`config.mk`:
```
export PLATFORM = sky130hd
export DESIGN_NAME = l2_coherence_requester
export DESIGN_NICKNAME = d
export VERILOG_FILES = /design/src/rtl/l2_coherence_requester.sv
export SDC_FILE = /design/constraint.sdc
export NUM_CORES = 1
export LEC_CHECK = 0
export CELL_PAD_IN_SITES_DETAIL_PLACEMENT = 1
export CELL_PAD_IN_SITES_GLOBAL_PLACEMENT = 1
export CORE_MARGIN = 2
export CORE_UTILIZATION = 30
export CTS_BUF_LIST = sky130_fd_sc_hd__clkbuf_8
export DETAILED_ROUTE_END_ITERATION = 7
export GPL_ROUTABILITY_DRIVEN = 0
export PLACE_DENSITY_LB_ADDON = 0.25
export SLEW_MARGIN = 40
export SYNTH_ARGS = -nofsm -noshare
export SYNTH_HDL_FRONTEND = slang
export SYNTH_SLANG_ARGS = --single-unit
```
`constraint.sdc`:
```
create_clock -name clk -period 3.8 [get_ports clk]
set_input_delay 0.76 -clock clk [delete_from_list [all_inputs] [get_ports clk]]
set_output_delay 0.76 -clock clk [all_outputs]
set_load 0.01 [all_outputs]
```
`src/rtl/l2_coherence_requester.sv`:
```
// L2-side MESI coherence requester: queues L2 lookups/notifies, drives the
// arbiter strobe/ack handshake and returns the resolved state upstream.
module l2_coherence_requester #(
   parameter int FIFO_DEPTH             = 4,
   parameter int TIMEOUT_CYCLES         = 64,
   parameter int ADDRESS_WIDTH          = 32,
   parameter int MAIN_MEMORY_DATA_WIDTH = 32,
   parameter int MESI_STATE_WIDTH       = 2
) (
   input  logic                              clk,
   input  logic                              reset,
   input  logic                              req_valid,
   input  logic                              req_is_write,
   input  logic [ADDRESS_WIDTH-1:0]          req_addr,
   input  logic [MAIN_MEMORY_DATA_WIDTH-1:0] req_data,
   output logic                              req_ready,
   output logic [ADDRESS_WIDTH-1:0]          block_to_determine_mesi_state_from_arbiter,
   output logic [MAIN_MEMORY_DATA_WIDTH-1:0] local_data,
   output logic                              arbiter_read_update_from_L2_cache_modules,
   output logic                              arbiter_write_update_from_L2_cache_modules,
   output logic                              acknowledge_arbiter_verify,
   input  logic [MESI_STATE_WIDTH-1:0]       mesi_state_to_cache,
   input  logic                              arbiter_verify,
   output logic                              rsp_valid,
   output logic [MESI_STATE_WIDTH-1:0]       rsp_mesi_state,
   output logic [ADDRESS_WIDTH-1:0]          rsp_addr,
   output logic                              rsp_timeout
);

   localparam int PW = $clog2(FIFO_DEPTH);
   localparam int CW = PW + 1;
   localparam int TW = $clog2(TIMEOUT_CYCLES);
   localparam logic [CW-1:0] FULL_CNT = CW'(FIFO_DEPTH);
   localparam logic [TW-1:0] TMO_LAST = TW'(TIMEOUT_CYCLES - 1);

   typedef enum logic [1:0] {IDLE, REQ, ACK, RESP} state_t;

   state_t                            state;
   logic [ADDRESS_WIDTH-1:0]          fifo_addr [FIFO_DEPTH];
   logic [MAIN_MEMORY_DATA_WIDTH-1:0] fifo_data [FIFO_DEPTH];
   logic                              fifo_wr   [FIFO_DEPTH];
   logic [PW-1:0]                     wr_ptr;
   logic [PW-1:0]                     rd_ptr;
   logic [CW-1:0]                     count;
   logic [TW-1:0]                     tmo_cnt;
   logic [MESI_STATE_WIDTH-1:0]       cap_state;
   logic                              push;
   logic                              pop;

   assign req_ready = (count != FULL_CNT);
   assign push      = req_valid && req_ready;
   assign pop       = (state == IDLE) && (count != '0);

   always_ff @(posedge clk) begin
      if (push) begin
         fifo_addr[wr_ptr] <= req_addr;
         fifo_data[wr_ptr] <= req_data;
         fifo_wr[wr_ptr]   <= req_is_write;
      end
   end

   always_ff @(posedge clk) begin
      if (reset) begin
         state      <= IDLE;
         wr_ptr     <= '0;
         rd_ptr     <= '0;
         count      <= '0;
         tmo_cnt    <= '0;
         cap_state  <= '0;
         block_to_determine_mesi_state_from_arbiter <= '0;
         local_data <= '0;
         arbiter_read_update_from_L2_cache_modules  <= 1'b0;
         arbiter_write_update_from_L2_cache_modules <= 1'b0;
         acknowledge_arbiter_verify <= 1'b0;
         rsp_valid      <= 1'b0;
         rsp_mesi_state <= '0;
         rsp_addr       <= '0;
         rsp_timeout    <= 1'b0;
      end else begin
         if (push) wr_ptr <= wr_ptr + 1'b1;
         if (pop)  rd_ptr <= rd_ptr + 1'b1;
         if (push && !pop)      count <= count + 1'b1;
         else if (pop && !push) count <= count - 1'b1;
         rsp_valid <= 1'b0;
         unique case (state)
            IDLE: begin
               if (pop) begin
                  block_to_determine_mesi_state_from_arbiter <= fifo_addr[rd_ptr];
                  local_data <= fifo_data[rd_ptr];
                  arbiter_write_update_from_L2_cache_modules <= fifo_wr[rd_ptr];
                  arbiter_read_update_from_L2_cache_modules  <= !fifo_wr[rd_ptr];
                  tmo_cnt <= '0;
                  state   <= REQ;
               end
            end
            REQ: begin
               tmo_cnt <= tmo_cnt + 1'b1;
               // a verify landing on the last cycle still wins over the abort
               if (arbiter_verify) begin
                  cap_state <= mesi_state_to_cache;
                  arbiter_read_update_from_L2_cache_modules  <= 1'b0;
                  arbiter_write_update_from_L2_cache_modules <= 1'b0;
                  acknowledge_arbiter_verify <= 1'b1;
                  state <= ACK;
               end else if (tmo_cnt == TMO_LAST) begin
                  arbiter_read_update_from_L2_cache_modules  <= 1'b0;
                  arbiter_write_update_from_L2_cache_modules <= 1'b0;
                  rsp_valid      <= 1'b1;
                  rsp_timeout    <= 1'b1;
                  rsp_mesi_state <= '0;
                  rsp_addr <= block_to_determine_mesi_state_from_arbiter;
                  state    <= RESP;
               end
            end
            ACK: begin
               if (!arbiter_verify) begin
                  acknowledge_arbiter_verify <= 1'b0;
                  rsp_valid      <= 1'b1;
                  rsp_timeout    <= 1'b0;
                  rsp_mesi_state <= cap_state;
                  rsp_addr <= block_to_determine_mesi_state_from_arbiter;
                  state    <= RESP;
               end
            end
            RESP:    state <= IDLE;
            default: state <= IDLE;
         endcase
      end
   end

endmodule

```
==> reports/results.ini <==
[status]
status=completed

[setup_path]
reg2reg_to=count[2]
path_class=flip-flop to flip-flop
worstPathArrival_ns=3.27
reg2reg_setup_slack_ns=1.04
startpoint=state[0]
r2r_cells=10
start_kind=flip-flop
worst_setup_path_end_kind=flip-flop
crit_end=count[2]
cp_max_fo=30
crit_required_ns=4.30
r2r_start=state[0]

[cts]
postCtsSetupBuffers=0
numCtsBuffers=68
clock_sinks=382
cts.clk_slew.worst_paths_ns=0.06
cts_max_level=3
clk_latency_ns=0.59
cts_tree=done
ctsHoldBuffers=0
clock_path_buffers=3
cts_root_buf=clkbuf_8
cts_resized=0

[routing]
postRouteWirelength_mm=34.5
post_drt_wl_per_cell_um=19.5
ant_nets=0
vias=8034
drtPass1Iterations=4
drc=0
drt_iter0_drc=326
via_per_inst=4.53

[grt]
grt_pass1_vias=8782
grt_usage=0.147
antenna_found_initial=4
grt-ovfl-total=0
grt_pass1_wl_mm=52.9
grt_max_degree=67

[logic_synthesis]
yosys_register_bits=382
synth.area.top_cells=edfxtp_1 (56%), dfxtp_1 (17%), mux4_2 (10%)
synth-xor-area-share=0.00564
synth_simple_gate_area_frac=0.0741
syn_nets=984
yosysUniqueCellTypes=44
ys_seq_area_frac=0.734
synth_top_family_by_area=multiplexers
muxShareOfSynthArea=0.108
yosys_warnings=0
synth_fa_ha_area_frac=0.00949
synthesis.area_sq_mm=0.0140
synth_top_area_cell=edfxtp_1
syn_area_per_cell_sq_um=15.5
synth_compound_area_frac=0.0474
yosys.area.top_type_share=0.559
syn_inst=903

[final_layout]
final_layout_size_suffix_gt1_frac=0.159
final_cell_mix=edfxtp_1 (260), nand2_1 (204), clkdlybuf4s50_1 (173)
final_common_cell=edfxtp_1
nets=1193
synthToLayoutAreaGrowth_pct=26.7
instances_no_fill=1772
n_fill_cell=4753

[power_and_ir_drop]
leakage_uw=0.00579
p_per_area_mw_per_mm2=682
peakVddDrop_mv=0.277

[floorplan]
initial_core_util=0.302
die-width_um=220
num_rows=79
ios=175
design.core.area_sq_mm=0.0463
die_y_um=220
die_area_sq_mm=0.0483

[place]
placed_cells=1649
io_buffers=174
place_ws_ns=0.722
dp_hpwl_mm=21.4

[timing]
setup_slack_ns=1.04
tns_ns=0
grt_setup_unrepaired=false
skew_ns=0.0296
maxSlewViolCount=0
setup_viol=0
worst_slew_pin_slew_ns=0.640
layout_worst_path_cycle_share=0.727
period_needed_ns=2.76
max-slew-margin-rel=0.574
fmax_ghz=0.362
hold_viol=0

[hold_path]
hold_path.class=flip-flop to flip-flop

[run]
drv_cap=0

## stage by stage
| step | util | instance area [sq um] | hold slack (ns) | power, uW |
|---|---|---|---|---|
| floorplan | - | 14000 | 0.437 | 7310 |
| global placement | 0.355 | 16400 | 0.444 | 8670 |
| detailed placement | 0.356 | 16500 | 0.446 | 8740 |
| CTS | 0.383 | 17700 | 0.454 | 12300 |
| global route | 0.383 | 17700 | 0.473 | 12800 |
| finish | 0.383 | 17700 | 0.454 | 12100 |
## kinds of logic (layout without fill, tap and decap cells)
family / after synthesis / count (layout)
AO/OA/AOI/OAI: 122 / 122
AND/OR/NAND/NOR: 252 / 252
flip-flops: 382 / 382
buffers and inverters: 59 / 320
other: 0 / 1
multiplexers: 69 / 69
XOR/XNOR: 9 / 9
adder cells (fa/ha/maj): 10 / 10
## power by group
group / total (uW) / internal (uW) / switching [uW] / leakage, uW
Clock: 3530 / 1870 / 1660 / 0.000701
Sequential: 5500 / 5090 / 408 / 0.00338
Combinational: 3050 / 1440 / 1610 / 0.00171
## critical path, cell delays in order (launching register included)
cell and delay [ns]:
dfxtp_1 0.38, inv_1 0.09, ha_1 0.31, o31a_2 0.17
clkinv_2 0.37, ha_1 0.28, inv_1 0.06, fa_1 0.37
xor2_1 0.18, or3_1 0.31, a21oi_1 0.16
## cell usage after synthesis, drive strengths merged
library cell	number
edfxtp	260
nand2	204
dfxtp	122
a21oi	108
mux4	65
buf	35
clkbuf	17
nor2	17
ha	9
inv	7
and2	6
o21ai	6
nand2b	5
nand3	5
xor2	5
mux2i	4
xnor2	4
nand3b	3
a32oi	2
nor3	2
or3	2
a21boi	1
a32o	1
a41oi	1
and2b	1
and3	1
fa	1
nand4b	1
nor2b	1
nor4	1
nor4b	1
o211ai	1
o31a	1
o31ai	1
or2	1
or4b	1
## final cells by class
cell class                 count  area (sq um)  area share
tap                          607           759      0.0429
multi-input combinational    462          3440       0.194
clock inverter                51           268      0.0151
timing repair buffer         191          1980       0.112
antenna                        1          2.50    0.000141
clock buffer                  71           977      0.0552
sequential                   382         10300       0.579
inverter                       7          27.5     0.00155
## registers in the layout, summed over array words and instances (netlist names), 3 cells and up, named ones only
signal,cells
block_to_determine_mesi_state_from_arbiter,32
count,3
fifo_addr,128
fifo_data,128
fifo_wr,4
local_data,32
rsp_addr,32
tmo_cnt,6
## routing by layer
metal	vias up	routed length (um)	global-route usage
met2	170	16900	0.239
met5	-	37	0
met3	48	2060	0.0427
met4	6	569	0.0497
li1	3767	-	-
met1	4043	14900	0.187
## worst min path at each step
stage / from / cells past startpoint / slack (ns) / to
after global routing: local_data[7] / 2 / 0.47 / local_data[7]
after detailed placement: local_data[22] / 2 / 0.45 / local_data[22]
after floorplan: cap_state[0] / 2 / 0.44 / cap_state[0]
final: local_data[22] / 2 / 0.45 / local_data[22]
after global placement: rsp_addr[17] / 2 / 0.44 / rsp_addr[17]
after CTS: local_data[22] / 2 / 0.45 / local_data[22]
No activity file was read; power rests on OpenSTA's default activity.
